[src/rtl/iot_filter_if.sv]
`default_nettype none
// +--------------------------------------------------------------------------+
// | iot_filter_if : sample-in / result-out bundle for iot_filter_core  rev 1.0 |
// +--------------------------------------------------------------------------+
interface iot_filter_if;
  logic         data_vld;
  logic [127:0] data;
  logic [2:0]   fn_sel;
  logic [127:0] iot_out;
  logic         valid;
  logic         round_done;

  modport master (
    output data_vld, data, fn_sel,
    input  iot_out, valid, round_done
  );

  modport slave (
    input  data_vld, data, fn_sel,
    output iot_out, valid, round_done
  );
endinterface
`default_nettype wire

[src/rtl/iot_filter_core.sv]
`default_nettype none
// +--------------------------------------------------------------------------+
// | iot_filter_core : round-based max/min/avg/range/peak filter       rev 1.0 |
// +--------------------------------------------------------------------------+
module iot_filter_core #(
  parameter logic [127:0] EXT_LO = 128'h6FFF_FFFF_FFFF_FFFF_FFFF_FFFF_FFFF_FFFF,
  parameter logic [127:0] EXT_HI = 128'hAFFF_FFFF_FFFF_FFFF_FFFF_FFFF_FFFF_FFFF,
  parameter logic [127:0] EXC_LO = 128'h7FFF_FFFF_FFFF_FFFF_FFFF_FFFF_FFFF_FFFF,
  parameter logic [127:0] EXC_HI = 128'hBFFF_FFFF_FFFF_FFFF_FFFF_FFFF_FFFF_FFFF,
  parameter int           ROUND  = 8
) (
  input  logic         clk,
  input  logic         rst,
  iot_filter_if.slave  bus
);
  localparam int SHIFT = $clog2(ROUND);
  localparam int SW    = 128 + SHIFT;
  localparam logic [SHIFT-1:0] LAST = SHIFT'(ROUND - 1);

  typedef enum logic [1:0] {
    ST_IDLE  = 2'd0,
    ST_ACCUM = 2'd1,
    ST_EMIT  = 2'd2
  } state_t;

  state_t            r_state;
  logic [2:0]        r_fn_prev;
  logic [SHIFT-1:0]  r_count;
  logic [127:0]      r_acc;
  logic [SW-1:0]     r_sum;
  logic [127:0]      r_peak;
  logic              r_peak_set;
  logic [127:0]      r_out;
  logic              r_valid;
  logic              r_round_done;

  logic              w_fn_chg;
  logic [SHIFT-1:0]  w_cnt;
  logic              w_first;
  logic              w_last;
  logic              w_use_min;
  logic [127:0]      w_acc_next;
  logic [SW-1:0]     w_sum_next;
  logic              w_in_ext;
  logic              w_in_exc;
  logic              w_peak_win;

  // A function change restarts the round, so the word arriving with it is word 0.
  assign w_fn_chg   = (bus.fn_sel != r_fn_prev);
  assign w_cnt      = w_fn_chg ? '0 : r_count;
  assign w_first    = (w_cnt == '0);
  assign w_last     = (w_cnt == LAST);
  assign w_use_min  = (bus.fn_sel == 3'd2) || (bus.fn_sel == 3'd7);

  always_comb begin
    w_acc_next = r_acc;
    if (w_first)
      w_acc_next = bus.data;
    else if (w_use_min && (bus.data < r_acc))
      w_acc_next = bus.data;
    else if (!w_use_min && (bus.data > r_acc))
      w_acc_next = bus.data;
  end

  assign w_sum_next = (w_first ? '0 : r_sum) + {{SHIFT{1'b0}}, bus.data};
  assign w_in_ext   = (bus.data > EXT_LO) && (bus.data < EXT_HI);
  assign w_in_exc   = (bus.data < EXC_LO) || (bus.data > EXC_HI);
  assign w_peak_win = !r_peak_set ||
                      (w_use_min ? (w_acc_next < r_peak) : (w_acc_next > r_peak));

  always_ff @(posedge clk or negedge rst) begin
    if (!rst) begin
      r_state      <= ST_IDLE;
      r_fn_prev    <= 3'd0;
      r_count      <= '0;
      r_acc        <= '0;
      r_sum        <= '0;
      r_peak       <= '0;
      r_peak_set   <= 1'b0;
      r_out        <= '0;
      r_valid      <= 1'b0;
      r_round_done <= 1'b0;
    end else begin
      r_fn_prev    <= bus.fn_sel;
      r_valid      <= 1'b0;
      r_round_done <= 1'b0;

      if (w_fn_chg) begin
        r_count    <= '0;
        r_acc      <= '0;
        r_sum      <= '0;
        r_peak_set <= 1'b0;
        r_state    <= ST_IDLE;
      end else if (r_state == ST_EMIT) begin
        r_state <= ST_IDLE;
      end

      if (bus.data_vld) begin
        r_count      <= w_last ? '0 : w_cnt + SHIFT'(1);
        r_acc        <= w_acc_next;
        r_sum        <= w_sum_next;
        r_state      <= w_last ? ST_EMIT : ST_ACCUM;
        r_round_done <= w_last;

        case (bus.fn_sel)
          3'd1, 3'd2: begin
            if (w_last) begin
              r_valid <= 1'b1;
              r_out   <= w_acc_next;
            end
          end
          3'd3: begin
            if (w_last) begin
              r_valid <= 1'b1;
              r_out   <= w_sum_next[SW-1:SHIFT];
            end
          end
          3'd4: begin
            if (w_in_ext) begin
              r_valid <= 1'b1;
              r_out   <= bus.data;
            end
          end
          3'd5: begin
            if (w_in_exc) begin
              r_valid <= 1'b1;
              r_out   <= bus.data;
            end
          end
          3'd6, 3'd7: begin
            if (w_last && w_peak_win) begin
              r_peak     <= w_acc_next;
              r_peak_set <= 1'b1;
              r_valid    <= 1'b1;
              r_out      <= w_acc_next;
            end
          end
          default: ;
        endcase
      end
    end
  end

  assign bus.iot_out    = r_out;
  assign bus.valid      = r_valid;
  assign bus.round_done = r_round_done;
endmodule
`default_nettype wire

[src/flat_wrapper.sv]
// flat-port wrapper written by rule: the top's interface ports become plain ports
module iot_filter_core_flat 
#(
  parameter logic [127:0] EXT_LO = 128'h6FFF_FFFF_FFFF_FFFF_FFFF_FFFF_FFFF_FFFF,
  parameter logic [127:0] EXT_HI = 128'hAFFF_FFFF_FFFF_FFFF_FFFF_FFFF_FFFF_FFFF,
  parameter logic [127:0] EXC_LO = 128'h7FFF_FFFF_FFFF_FFFF_FFFF_FFFF_FFFF_FFFF,
  parameter logic [127:0] EXC_HI = 128'hBFFF_FFFF_FFFF_FFFF_FFFF_FFFF_FFFF_FFFF,
  parameter int           ROUND  = 8
)
  (clk, rst, bus_data_vld, bus_data, bus_fn_sel, bus_iot_out, bus_valid, bus_round_done);
  iot_filter_if bus_i ();
  input  logic clk;
  input  logic rst;
  input wire logic [$bits(bus_i.data_vld)-1:0] bus_data_vld;
  input wire logic [$bits(bus_i.data)-1:0] bus_data;
  input wire logic [$bits(bus_i.fn_sel)-1:0] bus_fn_sel;
  output wire logic [$bits(bus_i.iot_out)-1:0] bus_iot_out;
  output wire logic [$bits(bus_i.valid)-1:0] bus_valid;
  output wire logic [$bits(bus_i.round_done)-1:0] bus_round_done;
  assign bus_i.data_vld = bus_data_vld;
  assign bus_i.data = bus_data;
  assign bus_i.fn_sel = bus_fn_sel;
  assign bus_iot_out = bus_i.iot_out;
  assign bus_valid = bus_i.valid;
  assign bus_round_done = bus_i.round_done;
  iot_filter_core #(.EXT_LO(EXT_LO), .EXT_HI(EXT_HI), .EXC_LO(EXC_LO), .EXC_HI(EXC_HI), .ROUND(ROUND)) u_core (.clk(clk), .rst(rst), .bus(bus_i));
endmodule
[config.mk]
export PLATFORM = sky130hd
export DESIGN_NAME = iot_filter_core_flat
export DESIGN_NICKNAME = d
export VERILOG_FILES = /design/src/rtl/iot_filter_if.sv /design/src/rtl/iot_filter_core.sv /design/src/flat_wrapper.sv
export SDC_FILE = /design/constraint.sdc
export NUM_CORES = 2
export LEC_CHECK = 0
export BUFFER_PORTS_ARGS = -buffer_cell sky130_fd_sc_hd__clkbuf_2
export CORE_UTILIZATION = 60
export DETAILED_ROUTE_END_ITERATION = 12
export PLACE_DENSITY_LB_ADDON = 0.12
export SLEW_MARGIN = 30
export SYNTH_ARGS = -nofsm -noshare
export SYNTH_HDL_FRONTEND = slang
export SYNTH_SLANG_ARGS = --single-unit
[constraint.sdc]
create_clock -name clk -period 7.9 [get_ports clk]
set_input_delay 1.58 -clock clk [delete_from_list [all_inputs] [get_ports clk]]
set_output_delay 1.58 -clock clk [all_outputs]
set_load 0.02 [all_outputs]
**Word level (Yosys, flattened, before mapping)**

Index checks and enable logic that the tools add are counted.

- Add/sub/neg operators: 2
- $lt $le $gt $ge: 8
- Equal/unequal tests: 14
- Multiplexer cells: 29
- Reductions and logical operators: 17

Operator list:

| operator | count |
|---|---|
| $mux W128 | 10 |
| $pmux W128 S5 | 1 |
| $mux W131 | 3 |
| $gt A128 B128 Y1 | 2 |
| $lt A128 B128 Y1 | 2 |
| $add A131 B128 Y131 | 1 |
| $gt A128 B127 Y1 const B | 1 |
| $gt A128 B128 Y1 const B | 1 |
| $lt A128 B127 Y1 const B | 1 |
| $lt A128 B128 Y1 const B | 1 |
| $eq A3 B3 Y1 const B | 5 |
| $mux W1 | 11 |
| $ne A2 B1 Y1 const B | 5 |
| $mux W3 | 3 |
| $reduce_and A7 Y1 | 1 |
| $eq A3 B2 Y1 const B | 2 |
| $reduce_bool A5 Y1 | 1 |
| $logic_and A1 B1 Y1 | 4 |
| $pmux W1 S4 | 1 |
| $reduce_or A2 Y1 | 2 |
| $add A3 B1 Y3 const B | 1 |
| $eq A3 B1 Y1 const B | 1 |
| $logic_not A3 Y1 | 1 |
| $logic_or A1 B1 Y1 | 3 |
| other kinds (5) | 6 |

- Flip-flop bits (word level): 524
- Input port bits: 134
- Output and inout bits: 130
- Logic and storage cells: 79

**Logic depth before layout (Yosys ltp)**

- Word-level depth: 14
- Gate-level depth with buffers: 28
- Gate-level depth less buffers: 25

**Worst setup path after synthesis**

OpenSTA, ideal clock, no wires.

- Kind: input port to flip-flop
- From: input port bus_fn_sel[1]
- To: register u_core.r_out[95] (netlist: u_core.bus.iot_out[95])
- Library setup time: 0.151 ns
- Data arrival time: 6.809 ns
- Required time: 7.749 ns
- Path slack: 0.940 ns
- Stages on the path: 25
- Path buffers: 7
- Path through: clkbuf_1 xor2_1 nor3_1 clkbuf_1 clkbuf_1 nand2_1 ha_1 and2_1 nor3_4 buf_6 buf_2 mux2_2 ha_1 a21o_1 nand3_1 a21oi_1 o311a_1 a2111oi_0 o211ai_1 o32ai_1 nor2_1 clkinv_1 clkbuf_1 clkbuf_1 a41oi_1

- Longest elaborated chain between the ends: 13
- Elaborated cells on any way between the ends: 38
- Those cells by class: add/sub: 1; order compare: 2; eq/ne: 14; mux: 10; reduce/logical: 11

RTL lines:

| what | RTL line | RTL |
|---|---|---|
| from (decl) | flat_wrapper.sv:16 | `input wire logic [$bits(bus_i.fn_sel)-1:0] bus_fn_sel;` |
| $eq A3 B2 Y1 / $eq A3 B3 Y1 (equally long branches) | iot_filter_core.sv:53 | `assign w_use_min = (bus.fn_sel == 3'd2) \|\| (bus.fn_sel == 3'd7);` |
| $logic_or A1 B1 Y1 | iot_filter_core.sv:53 |  |
| $logic_not A1 Y1 | iot_filter_core.sv:61 | `else if (!w_use_min && (bus.data > r_acc))` |
| $logic_and A1 B1 Y1 | iot_filter_core.sv:61 |  |
| $mux W128 | iot_filter_core.sv:61 |  |
| $mux W128 | iot_filter_core.sv:59 | `else if (w_use_min && (bus.data < r_acc))` |
| $mux W128 * | iot_filter_core.sv:57 | `if (w_first)` |
| named net u_core.w_acc_next[113] | iot_filter_core.sv:42 | `logic [127:0] w_acc_next;` |
| $gt A128 B128 Y1 / $lt A128 B128 Y1 (equally long branches) | iot_filter_core.sv:69 | `(w_use_min ? (w_acc_next < r_peak) : (w_acc_next > r_peak));` |
| $mux W1 * | iot_filter_core.sv:69 |  |
| $logic_or A1 B1 Y1 * | iot_filter_core.sv:68 | `assign w_peak_win = !r_peak_set \|\|` |
| $logic_and A1 B1 Y1 * | iot_filter_core.sv:131 | `if (w_last && w_peak_win) begin` |
| $ne A2 B1 Y1 (no source line) * | n/a |  |
| $reduce_and A7 Y1 (no source line) * | n/a |  |
| to (signal assigned) | iot_filter_core.sv:121 | `r_out <= bus.data;` |
| to (signal assigned) | iot_filter_core.sv:127 | `r_out <= bus.data;` |
| to (signal assigned) | iot_filter_core.sv:135 | `r_out <= w_acc_next;` |
| to (decl) | iot_filter_core.sv:33 | `logic [127:0] r_out;` |

The timed path passes the listed nets; every way through them passes the cells marked *. The select of a mux whose other input is x is not followed.
A chain may end at the register's enable or synchronous reset.

**Worst setup path after layout**

- From: input port bus_data[103]
- To: register u_core.r_out[29] (netlist: u_core.bus.iot_out[29])

- Longest elaborated chain between the ends: 11
- Elaborated cells on any way between the ends: 25
- Those cells by class: order compare: 8; eq/ne: 3; mux: 7; reduce/logical: 7

RTL lines:

| what | RTL line | RTL |
|---|---|---|
| from (decl) | flat_wrapper.sv:15 | `input wire logic [$bits(bus_i.data)-1:0] bus_data;` |
| $gt A128 B128 Y1 | iot_filter_core.sv:61 |  |
| $logic_and A1 B1 Y1 | iot_filter_core.sv:61 |  |
| $mux W128 | iot_filter_core.sv:61 |  |
| $mux W128 * | iot_filter_core.sv:59 |  |
| $mux W128 * | iot_filter_core.sv:57 |  |
| named net u_core.w_acc_next[93] | iot_filter_core.sv:42 |  |
| $gt A128 B128 Y1 / $lt A128 B128 Y1 (equally long branches) | iot_filter_core.sv:69 |  |
| $mux W1 * | iot_filter_core.sv:69 |  |
| $logic_or A1 B1 Y1 * | iot_filter_core.sv:68 |  |
| $logic_and A1 B1 Y1 * | iot_filter_core.sv:131 |  |
| $ne A2 B1 Y1 (no source line) * | n/a |  |
| $reduce_and A7 Y1 (no source line) * | n/a |  |

Marked as above.

==> flow_metrics.tcl <==
set metrics [dict create \
    die_width_um 257 \
    cts.sinks 524 \
    whs_path_depth 1 \
    place_inst 5995 \
    drtPass1Iterations 9 \
    synth_ff_type "dfrtp_1" \
    post-place-ws_ns -0.916 \
    r2r_slack_ns 0.70 \
    hold_viol 0 \
    cp_max_fo 54 \
    cp-start-kind "input pin" \
    r2r.worst_path.cells 28 \
    drv_cap 0 \
    whs_endpoint "u_core.r_sum[127]$_DFFE_PN0P_" \
    die_h_um 257 \
    n_fill_cell 5150 \
    clockBufferDepth 3 \
    rows 93 \
    numCtsBuffers 58 \
    met3_wirelength_mm 15.5 \
    dr_wl_met2_mm 63.3 \
    path_class "in -> reg" \
    grt_pass1_vias 38400 \
    placed_cell_area_sq_um 44100 \
    dp_hpwl_mm 111 \
    synth.net_count 5228 \
    leakagePower_nw 21.9 \
    fin_util_pct 71.6 \
    grt_start_max_net_pins 138 \
    async_flop_share_pct 100 \
    peakVddDrop_v 0.000198 \
    setup_ws_ns 0.152 \
    dr.max_layer_used "met5" \
    via_per_inst 6.54 \
    h-tree-depth 2 \
    synth_area_sq_um 39100 \
    grt-ovfl-total 0 \
    fin_cells 6107 \
    tightest_slew_ns 1.03 \
    end_kind "flip-flop" \
    hold_ws_ns 0.500 \
    synth_warnings 0 \
    portBuffers 263 \
    synth_edf_count 0 \
    status "completed" \
    synth-seq-cells 524 \
    cp.required_ns 8.45 \
    cts.clk_slew.worst_paths_ns 0.06 \
    clk-insertion-delay-late_ns 0.65 \
    hold_path_class "reg -> reg" \
    synth_cell_types 95 \
    die_area_sq_um 66200 \
    relSlewSlack_pct 31.5 \
    synth-seq-area-share_pct 33.5 \
    fin_crit_sh_pct 98.1 \
    clock_skew_ns 0.0280 \
    synthCells 4706 \
    hold_start "u_core.r_sum[127]$_DFFE_PN0P_" \
    cts_tree "done" \
    drt-initial-drc-count 4962 \
    fin_nets 5725 \
    wirelength_met1_mm 61.3 \
    grt_pass1_wl_mm 225 \
    num_vias 40000 \
    fin_crit_ns 7.75 \
    max_freq_ghz 0.129 \
    critPathArrivalTime_ns 8.30 \
    reg2reg_from "u_core.r_acc[101]$_DFFE_PN0P_" \
    ios 264 \
    syn_area_per_cell_sq_um 8.31 \
    postRouteAntennaNets 0 \
    antenna_found_initial 4 \
    finalSetupViolations 0 \
    antennaDiodeCount 0 \
    cts_root_buffer "clkbuf_16" \
    gr-usage-all-layers_pct 43.4 \
    power_density_nw_per_um2 180 \
    drive_gt1_share_pct 18.5 \
    drcViolationCount 0 \
    drv_slew 0 \
    avgRoutedWirePerCell_um 23.9 \
    final_area_sq_um 46200 \
    multi_input_area_sq_um 23900 \
    start_util_pct 60.6 \
    seqCellArea_sq_um 13100 \
    core_sq_um 64500 \
    drt-total-wl_mm 146 \
    crit-reg2reg-capture "u_core.bus.iot_out[29]$_DFFE_PN0P_" \
    synthToLayoutAreaGrowth_pct 18.1 \
    gp_congestion 1.03 \
]
==> critical path: stages <==
cell      delay [ns]
clkbuf_2        0.09
ha_1            0.31
nand4_1         0.21
or4_1           0.62
nor4_2          0.38
buf_4           0.19
and4_1          0.22
inv_1           0.05
a311oi_1        0.25
a22o_2          0.22
nor3_4          0.06
buf_12          0.16
buf_4           0.19
mux2_2          0.31
ha_1            0.31
nand4_1         0.36
nor4_2          0.43
buf_4           0.22
nand4_1         0.29
nor2_2          0.24
nand3_1         0.13
o211ai_1        0.26
o211a_1         0.24
nor2_4          0.07
inv_6           0.17
buf_6           0.39
nor2_1          0.09
a31oi_1         0.18
==> cell families after synthesis <==
| group | share of synthesized area [%] |
|---|---|
| buf+inv | 5.56 |
| flops | 33.5 |
| compound gates | 23.5 |
| mux | 4.02 |
| fa+ha+maj | 12.4 |
| simple gates | 18.0 |
| xor+xnor | 2.91 |
==> how the worst max path moves through the flow <==
stage	from	to	slack, ns	cells after the start
6_report	bus_data[103]	u_core.bus.iot_out[29]$_DFFE_PN0P_	0.15	28
5_1_grt	bus_data[89]	u_core.bus.iot_out[12]$_DFFE_PN0P_	-0.03	30
4_1_cts	bus_data[63]	u_core.bus.iot_out[29]$_DFFE_PN0P_	0.14	30
3_5_place_dp	bus_data[63]	u_core.bus.iot_out[29]$_DFFE_PN0P_	-0.92	30
3_3_place_gp	bus_data[63]	u_core.bus.iot_out[19]$_DFFE_PN0P_	-0.73	30
2_1_floorplan	bus_fn_sel[1]	u_core.bus.iot_out[95]$_DFFE_PN0P_	0.94	25
==> synth_stat cells (all sizes together) (52+ instances only) <==
master  number  area (sq um)
a22oi       82           616
xnor2       74           648
nor2       412          1550
clkbuf     220           827
mux2       129          1470
nand2      580          2180
a22o       148          1310
a21o        52           390
inv        304          1140
ha         387          4840
dfrtp      524         13100
nor3        53           277
a221oi      61           541
and2       139           870
nand3       70           350
o21ai      297          1500
xor2        56           490
a31oi       96           631
a21oi      482          2420
nand4      152           951
==> through the flow <==
step                      setup TNS [ns]  power (mW)
after floorplan                        0        4.40
after global placement           -149.05        5.30
after detailed placement         -177.31        5.36
after CTS                              0        8.26
after global routing             -0.0801        8.59
final                                  0        8.31
==> final cells by class <==
type / count / area share [%]
clock buffer: 80 / 3.59
clock inverter: 29 / 0.767
inverter: 305 / 2.49
multi-input combinational: 3620 / 51.8
sequential: 524 / 28.4
tap: 855 / 2.32
timing repair buffer: 694 / 10.6
==> timing repair <==
item | in CTS | in global routing
gates resized for setup | 2 | 7
pin swaps | 0 | 2
buffers inserted | 0 | 3
gates cloned | 0 | 0
hold endpoints to repair | 0 | 0
setup endpoints to repair | 227 | 257
hold buffers | 0 | 0
==> layout by cell type (no fill, tap or decap), drive strengths merged, types with 52 or more instances in the layout <==
cell type	synthesis	routed
a31oi	96	96
nand2	580	580
nand3	70	70
nor3	53	53
a22o	148	148
inv	304	309
and2	139	139
xnor2	74	74
buf	37	433
mux2	129	129
ha	387	387
a22oi	82	82
nand4	152	152
a221oi	61	61
a21oi	482	482
clkbuf	220	341
a21o	52	52
dfrtp	524	524
xor2	56	56
o21ai	297	297
nor2	412	412
==> sequential cells by signal (all words and copies together), names as in the netlist <==
name and flops:
u_core.r_count 3, u_core.bus.round_done 1, u_core.r_fn_prev 3, u_core.bus.iot_out 128, u_core.r_peak 128, u_core.r_peak_set 1, u_core.r_acc 128, u_core.r_sum 131
u_core.bus.valid 1
==> layer usage <==
| metal | track usage, % | vias up |
|---|---|---|
| met1 | 61.3 | 19300 |
| met4 | 17.3 | 8 |
| met3 | 9.01 | 370 |
| li1 | - | 18000 |
| met2 | 64.8 | 2253 |
| met5 | 0 | - |
==> power breakdown <==
group / internal, mW / switching (mW) / total [mW] / leakage, nW
logic: 0.794 / 1.36 / 2.15 / 15.0
clock network: 1.70 / 1.22 / 2.92 / 0.977
registers: 2.98 / 0.252 / 3.24 / 6.01
Note: power is estimated with default switching activity, not from simulation.
